`config.mk`:
```
export PLATFORM = sky130hd
export DESIGN_NAME = id_stage_hazard
export DESIGN_NICKNAME = d
export VERILOG_FILES = /design/src/rtl/id_stage_hazard_pkg.sv /design/src/rtl/id_stage_hazard_regfile_bypass.sv /design/src/rtl/id_stage_hazard.sv
export SDC_FILE = /design/constraint.sdc
export NUM_CORES = 2
export LEC_CHECK = 0
export ABC_AREA = 1
export BUFFER_PORTS_ARGS = -buffer_cell sky130_fd_sc_hd__buf_2
export CORE_ASPECT_RATIO = 0.8
export CORE_UTILIZATION = 60
export CTS_BUF_LIST = sky130_fd_sc_hd__clkbuf_2 sky130_fd_sc_hd__clkbuf_4 sky130_fd_sc_hd__clkbuf_8
export CTS_CLUSTER_SIZE = 16
export DETAILED_ROUTE_END_ITERATION = 7
export HOLD_SLACK_MARGIN = 0.08
export PLACE_DENSITY = 0.8
export SLEW_MARGIN = 20
export SYNTH_ARGS = -nofsm -noshare
export SYNTH_HDL_FRONTEND = slang
export SYNTH_SLANG_ARGS = --single-unit
```
`constraint.sdc`:
```
create_clock -name clk -period 47.2 [get_ports clk]
set_input_delay 7.08 -clock clk [delete_from_list [all_inputs] [get_ports clk]]
set_output_delay 7.08 -clock clk [all_outputs]
set_load 0.01 [all_outputs]
```
`src/rtl/id_stage_hazard_pkg.sv`:
```
// rtl/id_stage_hazard_pkg.sv - opcodes, instruction field positions and hazard flags for the decode stage
package id_stage_hazard_pkg;

  localparam logic [5:0] OP_BEQ = 6'h04;
  localparam logic [5:0] OP_BNE = 6'h05;
  localparam logic [5:0] OP_LW  = 6'h23;
  localparam logic [5:0] OP_SW  = 6'h2B;

  localparam int OPC_LSB   = 26;
  localparam int OPC_W     = 6;
  localparam int RS_LSB    = 21;
  localparam int RT_LSB    = 16;
  localparam int RD_LSB    = 11;
  localparam int FUNCT_LSB = 0;
  localparam int FUNCT_W   = 6;
  localparam int IMM_LSB   = 0;
  localparam int IMM_W     = 16;

  // One flag per stall cause so the reason for a bubble is visible in a waveform.
  typedef struct packed {
    logic load_use;
    logic branch_ex;
    logic branch_mem_load;
  } hazard_t;

  function automatic logic is_branch(input logic [OPC_W-1:0] op);
    return (op == OP_BEQ) || (op == OP_BNE);
  endfunction

endpackage

```
`src/rtl/id_stage_hazard_regfile_bypass.sv`:
```
// rtl/id_stage_hazard_regfile_bypass.sv - 2R/1W register file with hard-wired zero and write-through bypass
module regfile_bypass #(
  parameter int DATA_W = 32,
  parameter int NREGS  = 32,
  localparam int REG_AW = $clog2(NREGS)
) (
  input  logic              clk,
  input  logic              rst,
  input  logic              we,
  input  logic [REG_AW-1:0] waddr,
  input  logic [DATA_W-1:0] wdata,
  input  logic [REG_AW-1:0] raddr_a,
  output logic [DATA_W-1:0] rdata_a,
  input  logic [REG_AW-1:0] raddr_b,
  output logic [DATA_W-1:0] rdata_b
);

  logic [DATA_W-1:0] regs_q [NREGS];
  logic [DATA_W-1:0] regs_d [NREGS];

  // Next register contents: the write port updates one entry, entry 0 never changes.
  always_comb begin
    regs_d = regs_q;
    if (we && (waddr != '0)) begin
      regs_d[waddr] = wdata;
    end
  end

  // Register storage, cleared asynchronously.
  always_ff @(posedge clk or posedge rst) begin
    if (rst) begin
      regs_q <= '{default: '0};
    end else begin
      regs_q <= regs_d;
    end
  end

  // A write in the same cycle as a read is forwarded so WB and ID need no extra stall.
  assign rdata_a = (raddr_a == '0)                 ? '0    :
                   (we && (waddr == raddr_a))      ? wdata :
                                                     regs_q[raddr_a];
  assign rdata_b = (raddr_b == '0)                 ? '0    :
                   (we && (waddr == raddr_b))      ? wdata :
                                                     regs_q[raddr_b];

endmodule

```
`src/rtl/id_stage_hazard.sv`:
```
// rtl/id_stage_hazard.sv - decode stage with early branch resolution, hazard stalls and ID/EX register
module id_stage_hazard
  import id_stage_hazard_pkg::*;
#(
  parameter int DATA_W = 32,
  parameter int NREGS  = 32,
  parameter int CNT_W  = 16,
  localparam int REG_AW = $clog2(NREGS)
) (
  input  logic              clk,
  input  logic              rst,
  input  logic              valid_in,
  input  logic [31:0]       instr,
  input  logic [DATA_W-1:0] pc_plus4,
  input  logic              wb_we,
  input  logic [REG_AW-1:0] wb_addr,
  input  logic [DATA_W-1:0] wb_data,
  input  logic              ex_we,
  input  logic              ex_mem_read,
  input  logic [REG_AW-1:0] ex_rd,
  input  logic              mem_we,
  input  logic              mem_mem_read,
  input  logic [REG_AW-1:0] mem_rd,
  input  logic [DATA_W-1:0] mem_data,
  output logic              stall,
  output logic              branch_taken,
  output logic [DATA_W-1:0] branch_target,
  output logic              idex_valid,
  output logic [5:0]        idex_opcode,
  output logic [5:0]        idex_funct,
  output logic [REG_AW-1:0] idex_rs,
  output logic [REG_AW-1:0] idex_rt,
  output logic [REG_AW-1:0] idex_rd,
  output logic [DATA_W-1:0] idex_rs_data,
  output logic [DATA_W-1:0] idex_rt_data,
  output logic [DATA_W-1:0] idex_imm,
  output logic [CNT_W-1:0]  stall_cnt
);

  logic [OPC_W-1:0]   opcode;
  logic [FUNCT_W-1:0] funct;
  logic [REG_AW-1:0]  rs, rt, rd;
  logic [IMM_W-1:0]   imm16;
  logic [DATA_W-1:0]  imm_ext;
  logic [DATA_W-1:0]  rs_data, rt_data;
  logic [DATA_W-1:0]  cmp_a, cmp_b;
  logic               branch;
  hazard_t            hz;

  assign opcode  = instr[OPC_LSB +: OPC_W];
  assign funct   = instr[FUNCT_LSB +: FUNCT_W];
  assign rs      = instr[RS_LSB +: REG_AW];
  assign rt      = instr[RT_LSB +: REG_AW];
  assign rd      = instr[RD_LSB +: REG_AW];
  assign imm16   = instr[IMM_LSB +: IMM_W];
  assign imm_ext = {{(DATA_W-IMM_W){imm16[IMM_W-1]}}, imm16};
  assign branch  = is_branch(opcode);

  regfile_bypass #(
    .DATA_W (DATA_W),
    .NREGS  (NREGS)
  ) u_regfile (
    .clk     (clk),
    .rst     (rst),
    .we      (wb_we),
    .waddr   (wb_addr),
    .wdata   (wb_data),
    .raddr_a (rs),
    .rdata_a (rs_data),
    .raddr_b (rt),
    .rdata_b (rt_data)
  );

  function automatic logic src_hit(input logic [REG_AW-1:0] r,
                                   input logic [REG_AW-1:0] a,
                                   input logic [REG_AW-1:0] b);
    return (r != '0) && ((r == a) || (r == b));
  endfunction

  // Hazard causes; a branch cannot use an ALU result still in EX nor a load result still in MEM.
  always_comb begin
    hz                 = '0;
    hz.load_use        = ex_mem_read && src_hit(ex_rd, rs, rt);
    hz.branch_ex       = branch && ex_we && src_hit(ex_rd, rs, rt);
    hz.branch_mem_load = branch && mem_we && mem_mem_read && src_hit(mem_rd, rs, rt);
  end

  assign stall = valid_in && (|hz);

  // Comparator operands: a non-load result in MEM is fresher than the file (and WB) value.
  always_comb begin
    cmp_a = rs_data;
    cmp_b = rt_data;
    if (mem_we && !mem_mem_read && (mem_rd != '0) && (mem_rd == rs)) begin
      cmp_a = mem_data;
    end
    if (mem_we && !mem_mem_read && (mem_rd != '0) && (mem_rd == rt)) begin
      cmp_b = mem_data;
    end
  end

  assign branch_taken  = valid_in && !stall &&
                         (((opcode == OP_BEQ) && (cmp_a == cmp_b)) ||
                          ((opcode == OP_BNE) && (cmp_a != cmp_b)));
  assign branch_target = pc_plus4 + (imm_ext << 2);

  logic              idex_valid_q, idex_valid_d;
  logic [5:0]        idex_opcode_q, idex_opcode_d;
  logic [5:0]        idex_funct_q, idex_funct_d;
  logic [REG_AW-1:0] idex_rs_q, idex_rs_d;
  logic [REG_AW-1:0] idex_rt_q, idex_rt_d;
  logic [REG_AW-1:0] idex_rd_q, idex_rd_d;
  logic [DATA_W-1:0] idex_rs_data_q, idex_rs_data_d;
  logic [DATA_W-1:0] idex_rt_data_q, idex_rt_data_d;
  logic [DATA_W-1:0] idex_imm_q, idex_imm_d;
  logic [CNT_W-1:0]  stall_cnt_q, stall_cnt_d;

  // ID/EX next state: capture a real, unstalled instruction, otherwise an all-zero bubble.
  always_comb begin
    idex_valid_d   = 1'b0;
    idex_opcode_d  = '0;
    idex_funct_d   = '0;
    idex_rs_d      = '0;
    idex_rt_d      = '0;
    idex_rd_d      = '0;
    idex_rs_data_d = '0;
    idex_rt_data_d = '0;
    idex_imm_d     = '0;
    if (valid_in && !stall) begin
      idex_valid_d   = 1'b1;
      idex_opcode_d  = opcode;
      idex_funct_d   = funct;
      idex_rs_d      = rs;
      idex_rt_d      = rt;
      idex_rd_d      = rd;
      idex_rs_data_d = rs_data;
      idex_rt_data_d = rt_data;
      idex_imm_d     = imm_ext;
    end
  end

  // Stall counter sticks at all-ones instead of wrapping.
  always_comb begin
    stall_cnt_d = stall_cnt_q;
    if (stall && (stall_cnt_q != {CNT_W{1'b1}})) begin
      stall_cnt_d = stall_cnt_q + CNT_W'(1);
    end
  end

  // Pipeline register and counter state.
  always_ff @(posedge clk or posedge rst) begin
    if (rst) begin
      idex_valid_q   <= 1'b0;
      idex_opcode_q  <= '0;
      idex_funct_q   <= '0;
      idex_rs_q      <= '0;
      idex_rt_q      <= '0;
      idex_rd_q      <= '0;
      idex_rs_data_q <= '0;
      idex_rt_data_q <= '0;
      idex_imm_q     <= '0;
      stall_cnt_q    <= '0;
    end else begin
      idex_valid_q   <= idex_valid_d;
      idex_opcode_q  <= idex_opcode_d;
      idex_funct_q   <= idex_funct_d;
      idex_rs_q      <= idex_rs_d;
      idex_rt_q      <= idex_rt_d;
      idex_rd_q      <= idex_rd_d;
      idex_rs_data_q <= idex_rs_data_d;
      idex_rt_data_q <= idex_rt_data_d;
      idex_imm_q     <= idex_imm_d;
      stall_cnt_q    <= stall_cnt_d;
    end
  end

  assign idex_valid   = idex_valid_q;
  assign idex_opcode  = idex_opcode_q;
  assign idex_funct   = idex_funct_q;
  assign idex_rs      = idex_rs_q;
  assign idex_rt      = idex_rt_q;
  assign idex_rd      = idex_rd_q;
  assign idex_rs_data = idex_rs_data_q;
  assign idex_rt_data = idex_rt_data_q;
  assign idex_imm     = idex_imm_q;
  assign stall_cnt    = stall_cnt_q;

endmodule

```
==> impl_metrics.json <==
{
  "status": "finished, violations left",
  "violations": "design-rule violations",
  "gp_congestion": 0.944,
  "dr_total_vias": 69100,
  "crit_path_end_kind": "output pin",
  "synth_cell_types": 49,
  "core_area_um2": 109000,
  "io_buffer_count": 320,
  "post-route-period-util_pct": 41.5,
  "avgSynthCellArea_um2": 7.02,
  "p_clk_share_pct": 33.2,
  "min_period_ns": 19.56,
  "async_reset_ff_share_pct": 100,
  "slew_viol_final": 0,
  "p_switching_uw": 955,
  "min_path_type": "flip-flop to flip-flop",
  "synth_cells": 9468,
  "stdcell_area_um2": 71300,
  "ir_drop_mv": 0.0314,
  "postCtsHoldBufs": 0,
  "antenna_found_initial": 14,
  "combinationalPowerShare_pct": 22.5,
  "cts_sinks": 1137,
  "dieArea_um2": 112000,
  "tns_ns": 0,
  "p_int_mw": 1.87,
  "swShare_pct": 33.9,
  "die_h_um": 300,
  "powerDensity_nw_per_um2": 39.6,
  "ys_ff_latch": 1137,
  "ys_seq_area_share_pct": 42.8,
  "clk_latency_ns": 0.98,
  "grt_pass1_vias": 63500,
  "routed_wl_um": 248000,
  "ant_nets": 0,
  "grt_max_degree": 219,
  "syn_nets": 9650,
  "dp_hpwl_um": 140000,
  "layout-drive-gt1-share_pct": 9.42,
  "dr.pass1.iters": 8,
  "cts_tree": "done",
  "htree_num_levels": 4,
  "syn2layout_area_growth_pct": 7.19,
  "initial_utilization_pct": 60.9,
  "slew_headroom_pct": 17.6,
  "regToRegSetupSlack_ns": 44.93,
  "maxCapViolations": 0,
  "final_cell_mix": "nand2_1, nand3_1, o21ai_0",
  "drc": 6,
  "first_iter_violations": 11600,
  "wl_per_cell_um": 22.8,
  "seq_power_share_pct": 44.3,
  "ys.flop_type": "dfrtp_1",
  "ys_warn_count": 0,
  "gr-usage-all-layers_pct": 43.6,
  "grt_overflow_total": 0,
  "grt_setup_unrepaired": "false",
  "fmax_ghz": 0.0511,
  "io_pins": 325,
  "clk_pin_slew_ns": 0.06,
  "die_x_um": 374,
  "power_leakage_nw": 35.5,
  "synth_edf_count": 0,
  "hold_viol_final": 0,
  "synthesis.area_um2": 66500,
  "cts_setup_buffers": 0,
  "worst_slew_pin_slew_ns": 1.24,
  "viasPerCell": 6.36,
  "arrival_ns": 12.48,
  "place_area_um2": 67300,
  "crit_path_start_kind": "input pin",
  "root_buffer": "clkbuf_8",
  "setup_viol": 0,
  "numCtsBuffers": 178,
  "skew_ns": 0.0447,
  "crit_type": "input pin to output pin",
  "fin_nets": 9468,
  "cts-resized-gates": 0,
  "grt_pass1_wl_um": 376000,
  "clock_path_buffers": 3,
  "path_max_fanout": 218,
  "cp.required_ns": 40.12,
  "std_cell_rows": 108,
  "mostFrequentLayoutCell": "nand2_1"
}
-- per-stage QoR --
stage | std cells | setup slack [ns] | utilization, % | power (mW) | hold slack, ns
2_1_floorplan | 9468 | 8.10 | - | 1.70 | 0.429
3_3_place_gp | 10500 | 28.05 | 61.7 | 1.84 | 0.365
3_5_place_dp | 10500 | 28.00 | 61.7 | 1.87 | 0.366
4_1_cts | 10900 | 28.00 | 65.3 | 2.79 | 0.379
5_1_grt | 10900 | 27.33 | 65.3 | 2.96 | 0.394
6_report | 10900 | 27.64 | 65.3 | 2.82 | 0.380
-- sequential cells by signal, summed over array words and instances, names as in the netlist --
signal            flops
idex_imm             16
idex_opcode           6
idex_rs               5
idex_rs_data         32
idex_rt               5
idex_rt_data         32
idex_valid            1
stall_cnt            16
u_regfile.regs_q   1024
-- routing by layer --
metal  up-vias  GRT usage, %  part of all wire [%]  wire, µm
met5         -             0                 0.030        74
met4        12          29.3                   7.4     18300
met3      1153          14.9                    16     39200
met2      5483          60.5                    40     99700
met1     32000          57.6                    37     90800
li1      30400             -                     -         -
-- cell usage after synthesis (12+ instances only) --
library cell | number | share of area, %
clkinv_1 | 28 | 0.16
dfrtp_1 | 1137 | 43
nor2_1 | 331 | 1.9
nor3_1 | 19 | 0.14
buf_4 | 57 | 0.64
inv_2 | 12 | 0.068
xnor2_1 | 17 | 0.22
ha_1 | 30 | 0.56
o21ai_0 | 1145 | 8.6
buf_1 | 59 | 0.33
xor2_1 | 37 | 0.49
a21oi_1 | 199 | 1.5
nand2_1 | 3047 | 17
or2_2 | 65 | 0.61
buf_6 | 15 | 0.25
nand3_1 | 1246 | 9.4
inv_1 | 801 | 4.5
buf_2 | 312 | 2.3
o211ai_1 | 478 | 5.4
clkbuf_1 | 354 | 2.0
-- worst paths after layout --
kind | depth (start not counted) | to | startpoint
max | 25 | branch_taken | instr[16]
min | 0 | u_regfile.regs_q[1017] | u_regfile.regs_q[1017]
max reg2reg | 14 | stall_cnt[13] | stall_cnt[0]
min reg2reg | 0 | u_regfile.regs_q[1017] | u_regfile.regs_q[1017]
max in group asynchronous | 6 | stall_cnt[9] | rst
min in group asynchronous | 2 | u_regfile.regs_q[475] | rst
-- cell families after synthesis --
family | count (synthesis) | synth area share [%]
compound gates | 1860 | 15.9
flops | 1137 | 42.8
buf+inv | 1641 | 10.3
fa+ha+maj | 31 | 0.595
xor+xnor | 54 | 0.711
simple gates | 4745 | 29.7
-- worst max-delay path: stages --
cell     delay (ns)
buf_8          0.50
buf_12         0.67
buf_4          0.84
buf_4          0.74
nor2_1         0.11
nor2_1         0.11
nand2_1        0.06
nand3_1        0.06
nand3_1        0.08
nand2_1        0.12
nand2_1        0.06
nand3_1        0.25
nand3_1        0.16
nand2_1        0.10
nand2_1        0.05
nand2_1        0.08
nand3_1        0.07
nor2_1         0.26
nand2_1        0.09
nor2_1         0.10
nand2_1        0.12
nand2_1        0.08
nand2_1        0.05
nor2_1         0.08
buf_2          0.13
-- power by group through the flow --
stage / Clock (mW) / Combinational [mW] / Sequential (mW)
3_5_place_dp: 0 / 0.614 / 1.26
5_1_grt: 0.975 / 0.714 / 1.27
3_3_place_gp: 0 / 0.589 / 1.25
6_report: 0.936 / 0.635 / 1.25
4_1_cts: 0.931 / 0.618 / 1.24
2_1_floorplan: 0 / 0.454 / 1.25
-- layout make-up --
class / instances / area (µm²)
Antenna cell: 9 / 22.5
Multi-Input combinational cell: 6690 / 31300
Clock buffer: 278 / 3530
Fill cell: 9429 / 37900
Timing Repair Buffer: 435 / 2600
Clock inverter: 39 / 385
Tap cell: 1430 / 1790
Inverter: 844 / 3210
Sequential cell: 1137 / 28500
Power figures use the tool's default switching activity.
